File: src/rtl/rv_pipe_pkg.sv
// rv_pipe_pkg: shared opcodes, NOP encoding and branch funct3 codes for the RISC-V pipeline
package rv_pipe_pkg;
  localparam logic [6:0] OP_BRANCH = 7'b1100011;
  localparam logic [6:0] OP_JAL = 7'b1101111;
  localparam logic [6:0] OP_JALR = 7'b1100111;
  localparam logic [6:0] OP_LOAD = 7'b0000011;
  localparam logic [6:0] OP_LUI = 7'b0110111;
  localparam logic [6:0] OP_AUIPC = 7'b0010111;
  localparam logic [31:0] NOP = 32'h0000_0013;
  localparam logic [2:0] F3_EQ = 3'b000;
  localparam logic [2:0] F3_NE = 3'b001;
  localparam logic [2:0] F3_LT = 3'b100;
  localparam logic [2:0] F3_GE = 3'b101;
  localparam logic [2:0] F3_LTU = 3'b110;
  localparam logic [2:0] F3_GEU = 3'b111;
endpackage

File: src/rtl/branch_cmp.sv
// branch_cmp: combinational branch condition evaluator
// ports: funct3 (branch kind), a/b (operands), taken (condition true; 010/011 never taken)
module branch_cmp
  import rv_pipe_pkg::*;
(
  input  logic [2:0]  funct3,
  input  logic [31:0] a,
  input  logic [31:0] b,
  output logic        taken
);
  always_comb
    taken = funct3 == F3_EQ  ? a == b :
            funct3 == F3_NE  ? a != b :
            funct3 == F3_LT  ? $signed(a) < $signed(b) :
            funct3 == F3_GE  ? $signed(a) >= $signed(b) :
            funct3 == F3_LTU ? a < b :
            funct3 == F3_GEU ? a >= b : 1'b0;
endmodule

File: src/rtl/if_id_redirect.sv
// if_id_redirect: IF/ID register with ID-stage branch/jump resolution and hazard stalls
// inputs : clk, reset (async, active-high), Instruction_if/PC_if (fetch), IF_flush (wrong-path fetch),
//          rs1_data/rs2_data (forwarded operands), RegWrite_ex/MemRead_ex/Rd_ex, MemRead_mem/Rd_mem
// outputs: Instruction_id/PC_id/valid_id (ID slot), Branch/Jump/JumpAddr (redirect),
//          IFWrite (0 = fetch holds), Bubble_id (ID/EX loads NOP)
// config : define JALR_REDIRECT_EN to resolve JALR here; otherwise JALR is resolved downstream
module if_id_redirect
  import rv_pipe_pkg::*;
(
  input  logic        clk,
  input  logic        reset,
  input  logic [31:0] Instruction_if,
  input  logic [31:0] PC_if,
  input  logic        IF_flush,
  input  logic [31:0] rs1_data,
  input  logic [31:0] rs2_data,
  input  logic        RegWrite_ex,
  input  logic        MemRead_ex,
  input  logic [4:0]  Rd_ex,
  input  logic        MemRead_mem,
  input  logic [4:0]  Rd_mem,
  output logic [31:0] Instruction_id,
  output logic [31:0] PC_id,
  output logic        valid_id,
  output logic        Branch,
  output logic        Jump,
  output logic [31:0] JumpAddr,
  output logic        IFWrite,
  output logic        Bubble_id
);
`ifdef JALR_REDIRECT_EN
  localparam logic JALR_EN = 1'b1;
`else
  localparam logic JALR_EN = 1'b0;
`endif
  logic [6:0] op;
  logic [4:0] rs1, rs2;
  logic is_br, is_jal, is_jalr, ctrl, rs1_used, ex_hit, mem_hit, stall, br_taken;
  logic [31:0] b_imm, j_imm, i_imm;
  branch_cmp u_cmp (.funct3(Instruction_id[14:12]), .a(rs1_data), .b(rs2_data), .taken(br_taken));
  always_comb begin
    op = Instruction_id[6:0];
    rs1 = Instruction_id[19:15];
    rs2 = Instruction_id[24:20];
    b_imm = {{19{Instruction_id[31]}}, Instruction_id[31], Instruction_id[7], Instruction_id[30:25], Instruction_id[11:8], 1'b0};
    j_imm = {{11{Instruction_id[31]}}, Instruction_id[31], Instruction_id[19:12], Instruction_id[20], Instruction_id[30:21], 1'b0};
    i_imm = {{20{Instruction_id[31]}}, Instruction_id[31:20]};
    is_br = op == OP_BRANCH;
    is_jal = op == OP_JAL;
    is_jalr = JALR_EN && op == OP_JALR;
    ctrl = is_br || is_jalr;
    // rs1 is a real source for everything except JAL/LUI/AUIPC, and JALR when it is resolved downstream
    rs1_used = !(is_jal || op == OP_LUI || op == OP_AUIPC || (!JALR_EN && op == OP_JALR));
    ex_hit = Rd_ex != '0 && ((rs1_used && Rd_ex == rs1) || (is_br && Rd_ex == rs2));
    mem_hit = Rd_mem != '0 && ((ctrl && Rd_mem == rs1) || (is_br && Rd_mem == rs2));
    stall = valid_id && ((MemRead_ex && ex_hit) || (ctrl && RegWrite_ex && ex_hit) || (MemRead_mem && mem_hit));
    Branch = valid_id && !stall && is_br && br_taken;
    Jump = valid_id && !stall && (is_jal || is_jalr);
    JumpAddr = Branch ? PC_id + b_imm :
               !Jump  ? 32'd0 :
               is_jal ? PC_id + j_imm : (rs1_data + i_imm) & ~32'd1;
    IFWrite = !stall;
    Bubble_id = stall || !valid_id;
  end
  always_ff @(posedge clk or posedge reset)
    if (reset) begin
      Instruction_id <= NOP;
      PC_id <= '0;
      valid_id <= 1'b0;
    end else if (!stall) begin
      Instruction_id <= IF_flush ? NOP : Instruction_if;
      PC_id <= PC_if;
      valid_id <= !IF_flush;
    end
endmodule

File: config.mk
export PLATFORM = sky130hd
export DESIGN_NAME = if_id_redirect
export DESIGN_NICKNAME = d
export VERILOG_FILES = /design/src/rtl/rv_pipe_pkg.sv /design/src/rtl/branch_cmp.sv /design/src/rtl/if_id_redirect.sv
export SDC_FILE = /design/constraint.sdc
export NUM_CORES = 1
export LEC_CHECK = 0
export CORE_UTILIZATION = 50
export DETAILED_ROUTE_END_ITERATION = 10
export PLACE_DENSITY_LB_ADDON = 0.3
export SKIP_LAST_GASP = 1
export SYNTH_ARGS = -nofsm -noshare
export SYNTH_HDL_FRONTEND = slang
export SYNTH_SLANG_ARGS = --single-unit
File: constraint.sdc
create_clock -name clk -period 4.6 [get_ports clk]
set_input_delay 0.46 -clock clk [delete_from_list [all_inputs] [get_ports clk]]
set_output_delay 0.46 -clock clk [all_outputs]
set_load 0.02 [all_outputs]
---- After elaboration in Yosys (flattened, before gate mapping) ----
Index checks and enable logic that the tools add are counted.
storage, ports and cells
  register bits after elaboration ......... 65
  bits in latches ......................... 0
  RAM bits ................................ 0
  memory bits (read-only) ................. 0
  output and inout bits ................... 101
  memories kept ........................... 0
operators by class
  add/sub/neg operators ................... 3
  multipliers ............................. 0
  divide/modulo/power cells ............... 0
  order comparisons ....................... 4
  equal/unequal tests ..................... 16
  shifts and indexed selects .............. 0
  multiplexer cells ....................... 10
  bitwise operators ....................... 0
  reductions and logical operators ........ 30
operator list
  operator                                                               count
  32-bit 2-to-1 mux                                                      4
  32-bit adder                                                           3
  32-bit >= comparator                                                   2
  32-bit less-than comparator                                            2
  32-bit equality test                                                   1
  32-bit inequality test                                                 1
  7-bit equality test, second input constant                             3
  5-bit equality test                                                    4
  1-bit logical AND                                                      15
  3-bit equality test, second input constant                             4
  5-bit nonzero test                                                     2
  1-bit logical OR                                                       8
  7-bit by 5-bit equality test with 1-bit output, second input constant  1
  7-bit by 6-bit equality test with 1-bit output, second input constant  1
  1-bit 2-to-1 mux                                                       6
  1-bit zero test                                                        4
  3-bit by 1-bit equality test with 1-bit output, second input constant  1
  3-bit zero test                                                        1

---- Logic depth before layout (Yosys ltp) ----
  word-level depth ........................ 17
  depth in mapped cells ................... 12
  depth with buffers taken out ............ 11

---- By module ----
A second synthesis with hierarchy kept.
second synthesis, totals
  cell total of the unflattened synthesis .. 805
  area total of the unflattened synthesis .. 6671.4 um2
modules (own cells, without submodules)
  module          times used  cells each  area each (um2)  sequential area each (um2)
  if_id_redirect  1           674         5720.5           1630.3
  branch_cmp      1           131         950.9            0.0

---- Worst setup path before layout ----
No wires, ideal clock.
  kind .................................... input-to-output
  from .................................... in rs2_data[23]
  to ...................................... out JumpAddr[26]
  arrival ................................. 3.322 ns
  data required time ...................... 4.140 ns
  slack ................................... 0.818 ns
  cell stages on the path ................. 11
  path buffers ............................ 1
  cells stage by stage .................... inv_1 ha_1 nand4_1 or4_4 o21ai_2 o211ai_1 or3_1 buf_6 a21oi_1 a21boi_1 a2bb2oi_1
between the ends
  cells in the longest elaborated chain, start to end .. 9
RTL lines
  item                   RTL line              source
  start: declaration     if_id_redirect.sv:16  input logic [31:0] rs2_data,
  32-bit >= comparator   branch_cmp.sv:17      funct3 == F3_GEU ? a >= b : 1'b0;
  1-bit 2-to-1 mux       branch_cmp.sv:17
  1-bit 2-to-1 mux       branch_cmp.sv:16      funct3 == F3_LTU ? a < b :
  1-bit 2-to-1 mux       branch_cmp.sv:15      funct3 == F3_GE ? $signed(a) >= $signed(b) :
  1-bit 2-to-1 mux       branch_cmp.sv:14      funct3 == F3_LT ? $signed(a) < $signed(b) :
  1-bit 2-to-1 mux       branch_cmp.sv:13      funct3 == F3_NE ? a != b :
  1-bit 2-to-1 mux (*)   branch_cmp.sv:12      taken = funct3 == F3_EQ ? a == b :
  1-bit logical AND (*)  if_id_redirect.sv:57  Branch = valid_id && !stall && is_br && br_taken;
  net Branch             if_id_redirect.sv:25  output logic Branch,
  32-bit 2-to-1 mux (*)  if_id_redirect.sv:59  JumpAddr = Branch ? PC_id + b_imm :
  end: declaration       if_id_redirect.sv:27  output logic [31:0] JumpAddr,
Mark *: on every way through the listed nets, which the timed path passes. The rest lies on a longest branch.

---- Worst setup path in the final report ----
  from .................................... in rs2_data[22]
  to ...................................... out JumpAddr[26]
between the ends
  cells in the longest elaborated chain, start to end .. 9
RTL lines
  item                   RTL line
  32-bit >= comparator   branch_cmp.sv:17
  1-bit 2-to-1 mux       branch_cmp.sv:17
  1-bit 2-to-1 mux       branch_cmp.sv:16
  1-bit 2-to-1 mux       branch_cmp.sv:15
  1-bit 2-to-1 mux       branch_cmp.sv:14
  1-bit 2-to-1 mux       branch_cmp.sv:13
  1-bit 2-to-1 mux (*)   branch_cmp.sv:12
  1-bit logical AND (*)  if_id_redirect.sv:57
  32-bit 2-to-1 mux (*)  if_id_redirect.sv:59
Every way passes the cells marked *; elsewhere a longest branch is shown, timed or not.

==> summary.md <==
| Metric | Value |
|---|---|
| Status | completed |
| Setup crit start kind | input pin |
| Die W | 119 um |
| Initial antenna violation count | 0 |
| DRT antenna net count | 0 |
| Post-synthesis cell area | 0.00687 mm^2 |
| Adder-cell share of the synthesized area | 14.2% |
| Count of cell types in the netlist | 78 |
| Clock-pin slew on the worst setup and hold paths | 0.06 ns |
| Clk buf depth | 2 |
| Die Area | 0.0142 mm^2 |
| CP Cell Sequence | clkdlybuf4s50_1 > inv_1 > ha_1 > nand4_1 > or4_4 > o21ai_2 > o211ai_1 > or3_4 > a21oi_1 > buf_4 > a21boi_1 > a2bb2oi_1 > clkdlybuf4s50_1 |
| Slowest-stage cell, CP | clkdlybuf4s50_1 |
| Slowest stage delay, CP | 0.62 ns |
| Synth Flop Type | dfrtp_1 |
| Overall power | 2.21 mW |
| Post-Syn Instances | 894 |
| Area leader, netlist | dfrtp_1 |
| Crit path kind | input pin to output port |
| Post-Synth Simple-Gate Area | 24.8% |
| Vias in the first global route | 7,398 |
| XOR/XNOR share of the synthesized area | 5.48% |
| Leakage power | 4.86 nW |
| Area grow syn2layout | 46.5% |
| Drt first-iter violations | 522 |
| Count of final setup violators | 0 |
| Cts hold-fix bufs | 0 |
| Synthesized area per cell | 7.68 um^2 |
| Gr ovfl total | 0 |
| Cell mode on critical path | clkdlybuf4s50_1 |
| Total GRT Usage | 32.3% |
| Final cell utilization of the core | 75.4% |
| Max transition margin | 38.2% |
| Postcts setup bufs | 0 |
| Vias per cell | 5.78 |
| Syn_nets | 1,115 |
| Critical Path AT | 4.03 ns |
| DRT Pass-1 Iters | 5 |
| VDD IR-drop max | 0.193 mV |
| Crit. End Element | output port |
| Max Clk Rate | 223 MHz |
| Finished Layout Cells | 1,330 |
| Root Buffer | clkbuf_16 |
| Residual DRC | 0 |
| Clk sink count | 65 |
| Asr flop ratio synth | 100% |
| Worst path bufs/invs | 4 |
| Syn. warnings | 0 |
| Worst hold path class | flip-flop to flip-flop |
| MaxCap Viol Count | 0 |
| Post-synth top area share | 22.6% |
| Worst slew pin tran | 0.925 ns |
| Multiplexer share of the synthesized area | 0.146% |
| Seq/Total Area, Yosys | 23.7% |
| Die H | 119 um |
| Cells after DPL | 1,314 |
| Post-synthesis compound-gate area fraction | 26.4% |
| Cts bufs inserted | 9 |
| H-tree depth | 3 |
| Final nets | 1,370 |
| Core Footprint | 0.0133 mm^2 |
| Power Dens Cells | 220 mW/mm^2 |
| Clock latency on the worst-skew pair | 0.35 ns |
| Layout cells sized above 1 | 6.85% |
| Final hold viol count | 0 |
| Final Cycle Share | 97.7% |
| Cell family with most CP delay | buffers and inverters |
| Post-synth EDFFs | 0 |
| Gpl congestion | 0.968 |
| Row cnt | 42 |
| WP data required | 4.14 ns |
| Top cells by area, synth | dfrtp_1 (23%), ha_1 (14%), nand2_1 (11%) |
| Initial Utilization | 51.5% |
| Count leader, synth | nand2_1 |
| Io pins | 245 |
| Hold_ws | 0.474 ns |
| Final Critical Period | 4.49 ns |
| Hpwl dp | 17.5 mm |
| Most frequent cells after synthesis | nand2_1 (193), ha_1 (75), dfrtp_1 (62) |
| Largest net degree at the start of global routing | 69 |
| Clock Skew | 0.00880 ns |
| Main combinational cell family by area after synthesis | compound AO/OA/AOI/OAI gates |
| First-pass GRT wire length | 36.3 mm |
| RSZ-0062 raised after global routing | yes |
| Worst Slack Setup Final | 0.107 ns |
| Diodes inserted | 0 |
| Slew Limit Fails | 0 |
| Via count | 7,689 |
| Worst-path fanout max | 5 |
| Routed wire per std cell | 17.0 um |
| Input/output buffers | 244 |
| Synth Register Bits | 65 |
| CTS tree | built |
| Routed WL | 22.6 mm |
| Dpl ws | -0.0717 ns |
==> area by class of cell <==
class / instances / area, um^2
sequential: 65 / 1630
fill: 1037 / 3280
multi-input combinational: 739 / 4930
tap: 176 / 220
timing repair buffer: 278 / 2760
inverter: 56 / 210
clock inverter: 5 / 78.8
clock buffer: 11 / 233
==> layer usage <==
layer	vias up	global-route usage [%]	share of wire (%)
li1	3739	-	-
met1	3548	40.7	42
met2	337	51.9	47
met3	65	7.66	7.7
met4	0	15.2	3.5
met5	-	0	0
==> per-stage QoR <==
| step | cell area, um^2 | TNS (ns) |
|---|---|---|
| 2_1_floorplan | 6870 | 0 |
| 3_3_place_gp | 9660 | 0 |
| 3_5_place_dp | 9660 | -0.166 |
| 4_1_cts | 9970 | 0 |
| 5_1_grt | 10100 | -0.0796 |
| 6_report | 10100 | 0 |
==> logic make-up (layout without fill, tap and decap cells) <==
kind of cell,Yosys count,in the layout
and+or+nand+nor,359,359
AOI/OAI and AO/OA,259,259
buffers and inverters,90,350
adders and majority gates,77,77
DFF,65,65
xor gates and xnor gates,43,43
muxes,1,1
==> power breakdown <==
group / internal, mW / switching, mW / leakage [nW]
combinational: 0.398 / 0.411 / 3.91
clock: 0.475 / 0.276 / 0.154
sequential: 0.605 / 0.0466 / 0.791
==> final timing paths <==
kind | from | end | slack, ns | cells after the start
max | rs2_data[22] | JumpAddr[26] | 0.11 | 13
min | Instruction_id[1] | Instruction_id[1] | 0.47 | 2
max reg2reg | Instruction_id[4] | Instruction_id[13] | 1.69 | 9
min reg2reg | Instruction_id[1] | Instruction_id[1] | 0.47 | 2
max in group asynchronous | reset | PC_id[19] | 3.16 | 3
min in group asynchronous | reset | PC_id[23] | 0.48 | 2
==> worst min-delay path: cells and delay by family (launching register included) <==
| family | cells | cell delay, ns |
|---|---|---|
| flops | 1 | 0.38 |
| simple gates | 2 | 0.09 |
==> cell usage in the layout, fill, tap and decap left out, types with 7 or more instances in the layout <==
cell type,instances
o22ai_1,10
ha_1,75
o21ai_0,45
buf_4,33
clkbuf_16,9
a221oi_1,9
o21a_1,10
nand2_1,193
and2_1,8
dlymetal6s2s_1,21
nor3_1,9
nor2_1,38
xnor2_1,30
nand3b_1,29
nand4_1,14
clkdlybuf4s50_1,221
a211oi_1,13
a21oi_1,58
o211ai_1,15
nand3_1,16
dfrtp_1,62
o21bai_1,9
or3_1,7
a21o_1,26
inv_1,53
xor2_1,13
==> registers in the layout, summed over array words and instances (netlist names) <==
register,count
Instruction_id,32
PC_id,32
valid_id,1
==> timing repair <==
item | 4_1_cts | 5_1_grt
pin swaps | 0 | 1
resized for setup | 3 | 30
endpoints found under the setup margin | 8 | 26
Power figures use the tool's default switching activity.
